**config.mk**
```make
export PLATFORM = sky130hd
export DESIGN_NAME = btn_servo_ctrl
export DESIGN_NICKNAME = d
export VERILOG_FILES = /design/src/rtl/btn_servo_ctrl.sv
export SDC_FILE = /design/constraint.sdc
export NUM_CORES = 1
export LEC_CHECK = 0
export CORE_ASPECT_RATIO = 1.2
export CORE_MARGIN = 2
export CORE_UTILIZATION = 35
export DETAILED_ROUTE_END_ITERATION = 10
export HOLD_SLACK_MARGIN = 0.06
export PLACE_DENSITY = 0.56
export SLEW_MARGIN = 20
export SYNTH_ARGS = -nofsm -noshare
export SYNTH_HDL_FRONTEND = slang
export SYNTH_SLANG_ARGS = --single-unit
```
**constraint.sdc**
```tcl
create_clock -name clk -period 3.5 [get_ports clk]
set_clock_uncertainty 0.05 [all_clocks]
set_input_delay 0.525 -clock clk [delete_from_list [all_inputs] [get_ports clk]]
set_output_delay 0.525 -clock clk [all_outputs]
set_load 0.005 [all_outputs]
```
**src/rtl/btn_servo_ctrl.sv**
```systemverilog
// ---------------------------------------------------------------------------
// btn_servo_ctrl
//   Converts debounced push-button pulses into pan/tilt position commands
//   for a downstream servo driver. Commands use a valid/ready handshake.
//   Direction presses that arrive while a command is in flight are kept as
//   sticky pending flags. They are applied once the driver has accepted the
//   current command.
//
// Ports
//   clk          system clock (100 MHz)
//   reset        asynchronous, active-low reset
//   i_btn_up     tilt + pulse          i_btn_down   tilt - pulse
//   i_btn_left   pan  - pulse          i_btn_right  pan  + pulse
//   i_btn_mode   AUTO/MANUAL toggle pulse
//   i_ready      driver accepts the current command
//   o_valid      command valid (only in SEND)
//   o_pan/o_tilt commanded positions
//   o_mode       0 = AUTO, 1 = MANUAL (also 1 while sending)
//   o_cmd_cnt    count of accepted commands, wraps at 256
//
// State   | meaning
// --------+------------------------------------------------------------
// AUTO    | buttons other than mode ignored; positions held
// MANUAL  | apply presses (plus pending flags); send on any change
// SEND    | o_valid high, positions frozen until i_ready; presses pend
// ---------------------------------------------------------------------------
module btn_servo_ctrl #(
    parameter int STEP    = 8,
    parameter int POS_MIN = 0,
    parameter int POS_MAX = 180,
    parameter int CENTER  = 90
) (
    input  logic       clk,
    input  logic       reset,
    input  logic       i_btn_up,
    input  logic       i_btn_down,
    input  logic       i_btn_left,
    input  logic       i_btn_right,
    input  logic       i_btn_mode,
    input  logic       i_ready,
    output logic       o_valid,
    output logic [7:0] o_pan,
    output logic [7:0] o_tilt,
    output logic       o_mode,
    output logic [7:0] o_cmd_cnt
);

    localparam logic [8:0] STEP9    = 9'(STEP);
    localparam logic [8:0] POS_MIN9 = 9'(POS_MIN);
    localparam logic [8:0] POS_MAX9 = 9'(POS_MAX);
    localparam logic [7:0] POS_MIN8 = 8'(POS_MIN);
    localparam logic [7:0] POS_MAX8 = 8'(POS_MAX);
    localparam logic [7:0] CENTER8  = 8'(CENTER);

    typedef enum logic [1:0] {
        ST_AUTO   = 2'd0,
        ST_MANUAL = 2'd1,
        ST_SEND   = 2'd2
    } state_t;

    state_t     state_q, state_d;
    logic [7:0] pan_q, pan_d;
    logic [7:0] tilt_q, tilt_d;
    logic [7:0] cnt_q, cnt_d;
    logic       pend_up_q, pend_up_d;
    logic       pend_down_q, pend_down_d;
    logic       pend_left_q, pend_left_d;
    logic       pend_right_q, pend_right_d;
    logic       pend_mode_q, pend_mode_d;

    logic       eff_up, eff_down, eff_left, eff_right, eff_mode;
    logic [7:0] pan_next, tilt_next;

    // One step in the requested direction. Opposing requests cancel.
    // The current position is always inside [POS_MIN, POS_MAX], so an
    // increment only needs the upper clamp and a decrement only the lower
    // one. Bit 8 of the 9-bit difference is set when the subtraction
    // borrows, i.e. the result would go below zero.
    function automatic logic [7:0] step_pos(input logic [7:0] pos,
                                            input logic       inc,
                                            input logic       dec);
        logic [8:0] sum;
        logic [8:0] diff;
        sum  = {1'b0, pos} + STEP9;
        diff = {1'b0, pos} - STEP9;
        if (inc && !dec) begin
            if (sum >= POS_MAX9) return POS_MAX8;
            return sum[7:0];
        end
        if (dec && !inc) begin
            if (diff[8] || (diff <= POS_MIN9)) return POS_MIN8;
            return diff[7:0];
        end
        return pos;
    endfunction

    assign eff_up    = i_btn_up    | pend_up_q;
    assign eff_down  = i_btn_down  | pend_down_q;
    assign eff_left  = i_btn_left  | pend_left_q;
    assign eff_right = i_btn_right | pend_right_q;
    assign eff_mode  = i_btn_mode  | pend_mode_q;

    assign pan_next  = step_pos(pan_q, eff_right, eff_left);
    assign tilt_next = step_pos(tilt_q, eff_up, eff_down);

    always_comb begin
        state_d      = state_q;
        pan_d        = pan_q;
        tilt_d       = tilt_q;
        cnt_d        = cnt_q;
        pend_up_d    = pend_up_q;
        pend_down_d  = pend_down_q;
        pend_left_d  = pend_left_q;
        pend_right_d = pend_right_q;
        pend_mode_d  = pend_mode_q;

        case (state_q)
            ST_AUTO: begin
                pend_up_d    = 1'b0;
                pend_down_d  = 1'b0;
                pend_left_d  = 1'b0;
                pend_right_d = 1'b0;
                pend_mode_d  = 1'b0;
                if (i_btn_mode) begin
                    pan_d   = CENTER8;
                    tilt_d  = CENTER8;
                    state_d = ST_SEND;
                end
            end
            ST_MANUAL: begin
                // Pending flags are consumed here whatever the outcome.
                pend_up_d    = 1'b0;
                pend_down_d  = 1'b0;
                pend_left_d  = 1'b0;
                pend_right_d = 1'b0;
                pend_mode_d  = 1'b0;
                if (eff_mode) begin
                    // Mode wins; direction presses in the same cycle are dropped.
                    state_d = ST_AUTO;
                end else if ((pan_next != pan_q) || (tilt_next != tilt_q)) begin
                    pan_d   = pan_next;
                    tilt_d  = tilt_next;
                    state_d = ST_SEND;
                end
            end
            ST_SEND: begin
                pend_up_d    = pend_up_q    | i_btn_up;
                pend_down_d  = pend_down_q  | i_btn_down;
                pend_left_d  = pend_left_q  | i_btn_left;
                pend_right_d = pend_right_q | i_btn_right;
                pend_mode_d  = pend_mode_q  | i_btn_mode;
                if (i_ready) begin
                    cnt_d   = cnt_q + 8'd1;
                    state_d = ST_MANUAL;
                end
            end
            default: begin
                state_d = ST_AUTO;
            end
        endcase
    end

    always_ff @(posedge clk or negedge reset) begin
        if (!reset) begin
            state_q      <= ST_AUTO;
            pan_q        <= CENTER8;
            tilt_q       <= CENTER8;
            cnt_q        <= 8'd0;
            pend_up_q    <= 1'b0;
            pend_down_q  <= 1'b0;
            pend_left_q  <= 1'b0;
            pend_right_q <= 1'b0;
            pend_mode_q  <= 1'b0;
        end else begin
            state_q      <= state_d;
            pan_q        <= pan_d;
            tilt_q       <= tilt_d;
            cnt_q        <= cnt_d;
            pend_up_q    <= pend_up_d;
            pend_down_q  <= pend_down_d;
            pend_left_q  <= pend_left_d;
            pend_right_q <= pend_right_d;
            pend_mode_q  <= pend_mode_d;
        end
    end

    assign o_valid   = (state_q == ST_SEND);
    assign o_mode    = (state_q != ST_AUTO);
    assign o_pan     = pan_q;
    assign o_tilt    = tilt_q;
    assign o_cmd_cnt = cnt_q;

endmodule

```
==> metrics.txt <==
ant diodes=0; CP Depth=12; portion of netlist area occupied by mux cells=under 10%; area growth from synthesis to layout=34.7%; Setup WS pre-CTS=-0.0129 ns; worst slew pin tran=0.884 ns; post-route setup slack=just over 0.09 ns; pwr/cell area=between 700 and 800 nW/um^2; crit path cell chain=inv_2, ha_4, nand4bb_1, a221o_1, a21boi_4, nor4_2, or4_4, nor4_4, a21oi_2, or2_1, buf_4, a32o_1; Worst-path clk slew=0.07 ns; clk_lat worst skew=0.28 ns; commonest non-fill, non-tap cell in the layout=buf_4; total power=~2.4 mW; crit-path max FO=5; Post-synth EDFFs=0; CP endpoint=o_pan[7]$_DFFE_PN0P_; largest net degree at the start of global routing=32; Vias/cell=between 5 and 6; final hold violations=0; Cells after DPL=434; Total GRT Usage=21.3%; Final Cycle Share=97.4%; vias in the first global route=2,466; worst rel slew slack=40.9%; Yosys warnings=0; Seq. cell area=786 sq um; placed wire-length estimate=approximately 5800 um; average routed wire per standard cell=17.3 um; CP arrival=approximately 3.5 ns; fraction of the mapped netlist area in compound gates=a little over a quarter; sequential fraction of the synthesis area=31.9%; Root Driver=clkbuf_8; DR vias=2,528; syn_nets=309; reg2reg setup slack=0.09 ns; depth of the CTS H-tree=2; Tmin final=roughly 3.4 ns; critical path launch point=o_tilt[4]$_DFFE_PN1P_; io pins=34; Die H=95.9 um; max-cap viol count=0; NumNets Final=between 300 and 400; fin cells=445; Async SR Flop Fraction=100%; largest stage delay on the critical path=0.54 ns; Data required, critical path=between 3 and 4 ns; Synth Area in Simple Gates=25.3%; Buf/Inv on CP=2; Post-DRT Antenna Nets=0; CP max-delay cell=dfstp_2; Synth Area in XOR/XNOR=5.33%; Crit. End Element=flip-flop; post-synthesis cell type count=65; die width=about 81 um; PortBufs=33; die area=7730 sq um; drt drc=0; post-synthesis adder-cell area fraction=between 4 and 5%; starting density of the core=36.2%; most common flop cell mapped by yosys=dfrtp_1; Final Slew Violations=0; Syn Inst Count=between 200 and 300; share of layout cells above drive strength 1=22.1%; CTS tree=yes; largest family of logic cells by synthesized area=compound AO/OA/AOI/OAI gates; final WL=7690 um; commonest non-fill, non-tap cells in the layout=41 x buf_4, 33 x clkdlybuf4s50_1, 24 x nand2_1; leakage power=1.37 nW; kind of cell adding the most delay to the critical path=simple AND/OR/NAND/NOR gates; VDD IR-drop max=0.312 mV; mapped cell area=2460 sq um; area of the multi-input gates=1620 sq um; hold crit path type=reg2reg; Final Util=about half; Worst R2R End=o_pan[7]$_DFFE_PN0P_; first-pass GRT wire length=12,700 um; clock sinks=31; element type at the critical path start=flip-flop; overflow left after global routing=0; FILL cells=703; worst r2r src=o_tilt[4]$_DFFE_PN1P_; WS Path Type=reg2reg; Seq cells post-synth=31; routability cong.=0.941; antenna violations before repair=0; Rows=33; Setup violations, final=0; Fmax=about 0.3 GHz; DRT iter0 DRCs=~170; hold slack=0.433 ns; DRT Pass-1 Iters=5; Mapped Avg Cell Area=~8.4 sq um; clock buffer depth=2; hold buffers post-CTS=0; R2R cell count=12; Core Area=approximately 6800 sq um; CTS buffer count=5; status=finished, final reports clean
[kinds of logic (layout without fill, tap and decap cells)]
kind of cell             Yosys count  in the layout
AO/OA/AOI/OAI                     91             91
XOR/XNOR                          15             15
adder cells (fa/ha/maj)            9              9
buffers and inverters             26             92
flip-flops                        31             31
multiplexers                       3              3
AND/OR/NAND/NOR                  117            117
[flip-flops by register name, indices dropped and copies added (netlist names)]
signal	flops
o_cmd_cnt	8
o_pan	8
o_tilt	8
pend_down_q	1
pend_left_q	1
pend_mode_q	1
pend_right_q	1
pend_up_q	1
state_q	2
[timing repair]
| action | 4_1_cts | 5_1_grt |
|---|---|---|
| setup endpoints to repair | 1 | 13 |
| resized for setup | 1 | 11 |
| pin swaps | 0 | 6 |
| setup buffers | 0 | 3 |
[layer usage]
layer,GRT usage [%],routed length (um),up-vias,share of wire (%)
li1,-,-,1220,-
met1,27.2,3320,1219,43
met2,37.5,3910,76,51
met3,2.35,332,13,4.3
met4,6.78,137,0,1.8
met5,0,0,-,0
[report_power, final]
part	internal, mW	total [mW]	switching (mW)
clock	0.285	0.431	0.146
combinational	0.651	1.31	0.662
sequential	0.471	0.626	0.155
total	1.41	2.37	0.962
[stage by stage]
step / cell area, sq um / setup TNS, ns
finish: 3320 / 0
global route: 3320 / -0.0148
CTS: 3240 / 0
detailed placement: 3110 / -0.0129
global placement: 3110 / 0
floorplan: 2470 / 0
[final cells by class]
type                            instances  share of cell area [%]
Multi-Input combinational cell        235                    48.7
Sequential cell                        31                    23.7
Timing Repair Buffer                   74                    19.2
Tap cell                               87                    3.28
Clock buffer                            6                    2.19
Clock inverter                          2                    1.81
Inverter                               10                    1.13
[cell usage after synthesis, types with 2 or more instances]
library cell | number | share of area (%)
dfrtp_1 | 23 | 23
nor2_1 | 23 | 3.5
o21ai_0 | 16 | 3.3
o2111ai_1 | 2 | 0.71
o221ai_1 | 3 | 1.1
o21a_1 | 8 | 2.4
nor3_1 | 9 | 1.8
a22o_1 | 4 | 1.4
a32oi_1 | 3 | 1.1
xnor2_1 | 8 | 2.8
o31ai_1 | 2 | 0.61
inv_1 | 10 | 1.5
nor4_1 | 2 | 0.51
o22ai_1 | 7 | 1.8
nand2b_1 | 5 | 1.3
buf_6 | 2 | 0.91
o221a_2 | 2 | 0.91
or2_2 | 5 | 1.3
mux2_2 | 2 | 0.91
clkbuf_1 | 11 | 1.7
o32ai_1 | 2 | 0.71
o311ai_0 | 2 | 0.71
nand4_1 | 5 | 1.3
or4_1 | 2 | 0.61
a22oi_1 | 4 | 1.2
nor2b_1 | 10 | 2.5
nand2_1 | 24 | 3.7
ha_1 | 9 | 4.6
xor2_1 | 7 | 2.5
dfstp_2 | 8 | 8.5
a21oi_1 | 9 | 1.8
a221o_1 | 2 | 0.81
nand3_1 | 15 | 3.0
and3_1 | 5 | 1.3
buf_2 | 3 | 0.61
a31oi_1 | 3 | 0.76
o211ai_1 | 5 | 1.5
o21ai_1 | 3 | 0.61
[worst register-to-register path: stages (launching register included)]
cell and delay (ns):
dfstp_2 0.54, inv_2 0.05, ha_4 0.27, nand4bb_1 0.15, a221o_1 0.44, a21boi_4 0.25
nor4_2 0.08, or4_4 0.43, nor4_4 0.30, a21oi_2 0.10, or2_1 0.25, buf_4 0.16
a32o_1 0.22
[worst min-delay path by stage]
stage	startpoint	endpoint	slack [ns]	depth (start not counted)
2_1_floorplan	reset	o_cmd_cnt[0]$_DFFE_PN0P_	0.18	0
3_3_place_gp	o_cmd_cnt[7]$_DFFE_PN0P_	o_cmd_cnt[7]$_DFFE_PN0P_	0.41	1
3_5_place_dp	o_cmd_cnt[7]$_DFFE_PN0P_	o_cmd_cnt[7]$_DFFE_PN0P_	0.42	1
4_1_cts	o_cmd_cnt[7]$_DFFE_PN0P_	o_cmd_cnt[7]$_DFFE_PN0P_	0.44	1
5_1_grt	o_cmd_cnt[7]$_DFFE_PN0P_	o_cmd_cnt[7]$_DFFE_PN0P_	0.46	1
6_report	o_cmd_cnt[7]$_DFFE_PN0P_	o_cmd_cnt[7]$_DFFE_PN0P_	0.43	1
(Power assumes the default switching activity.)
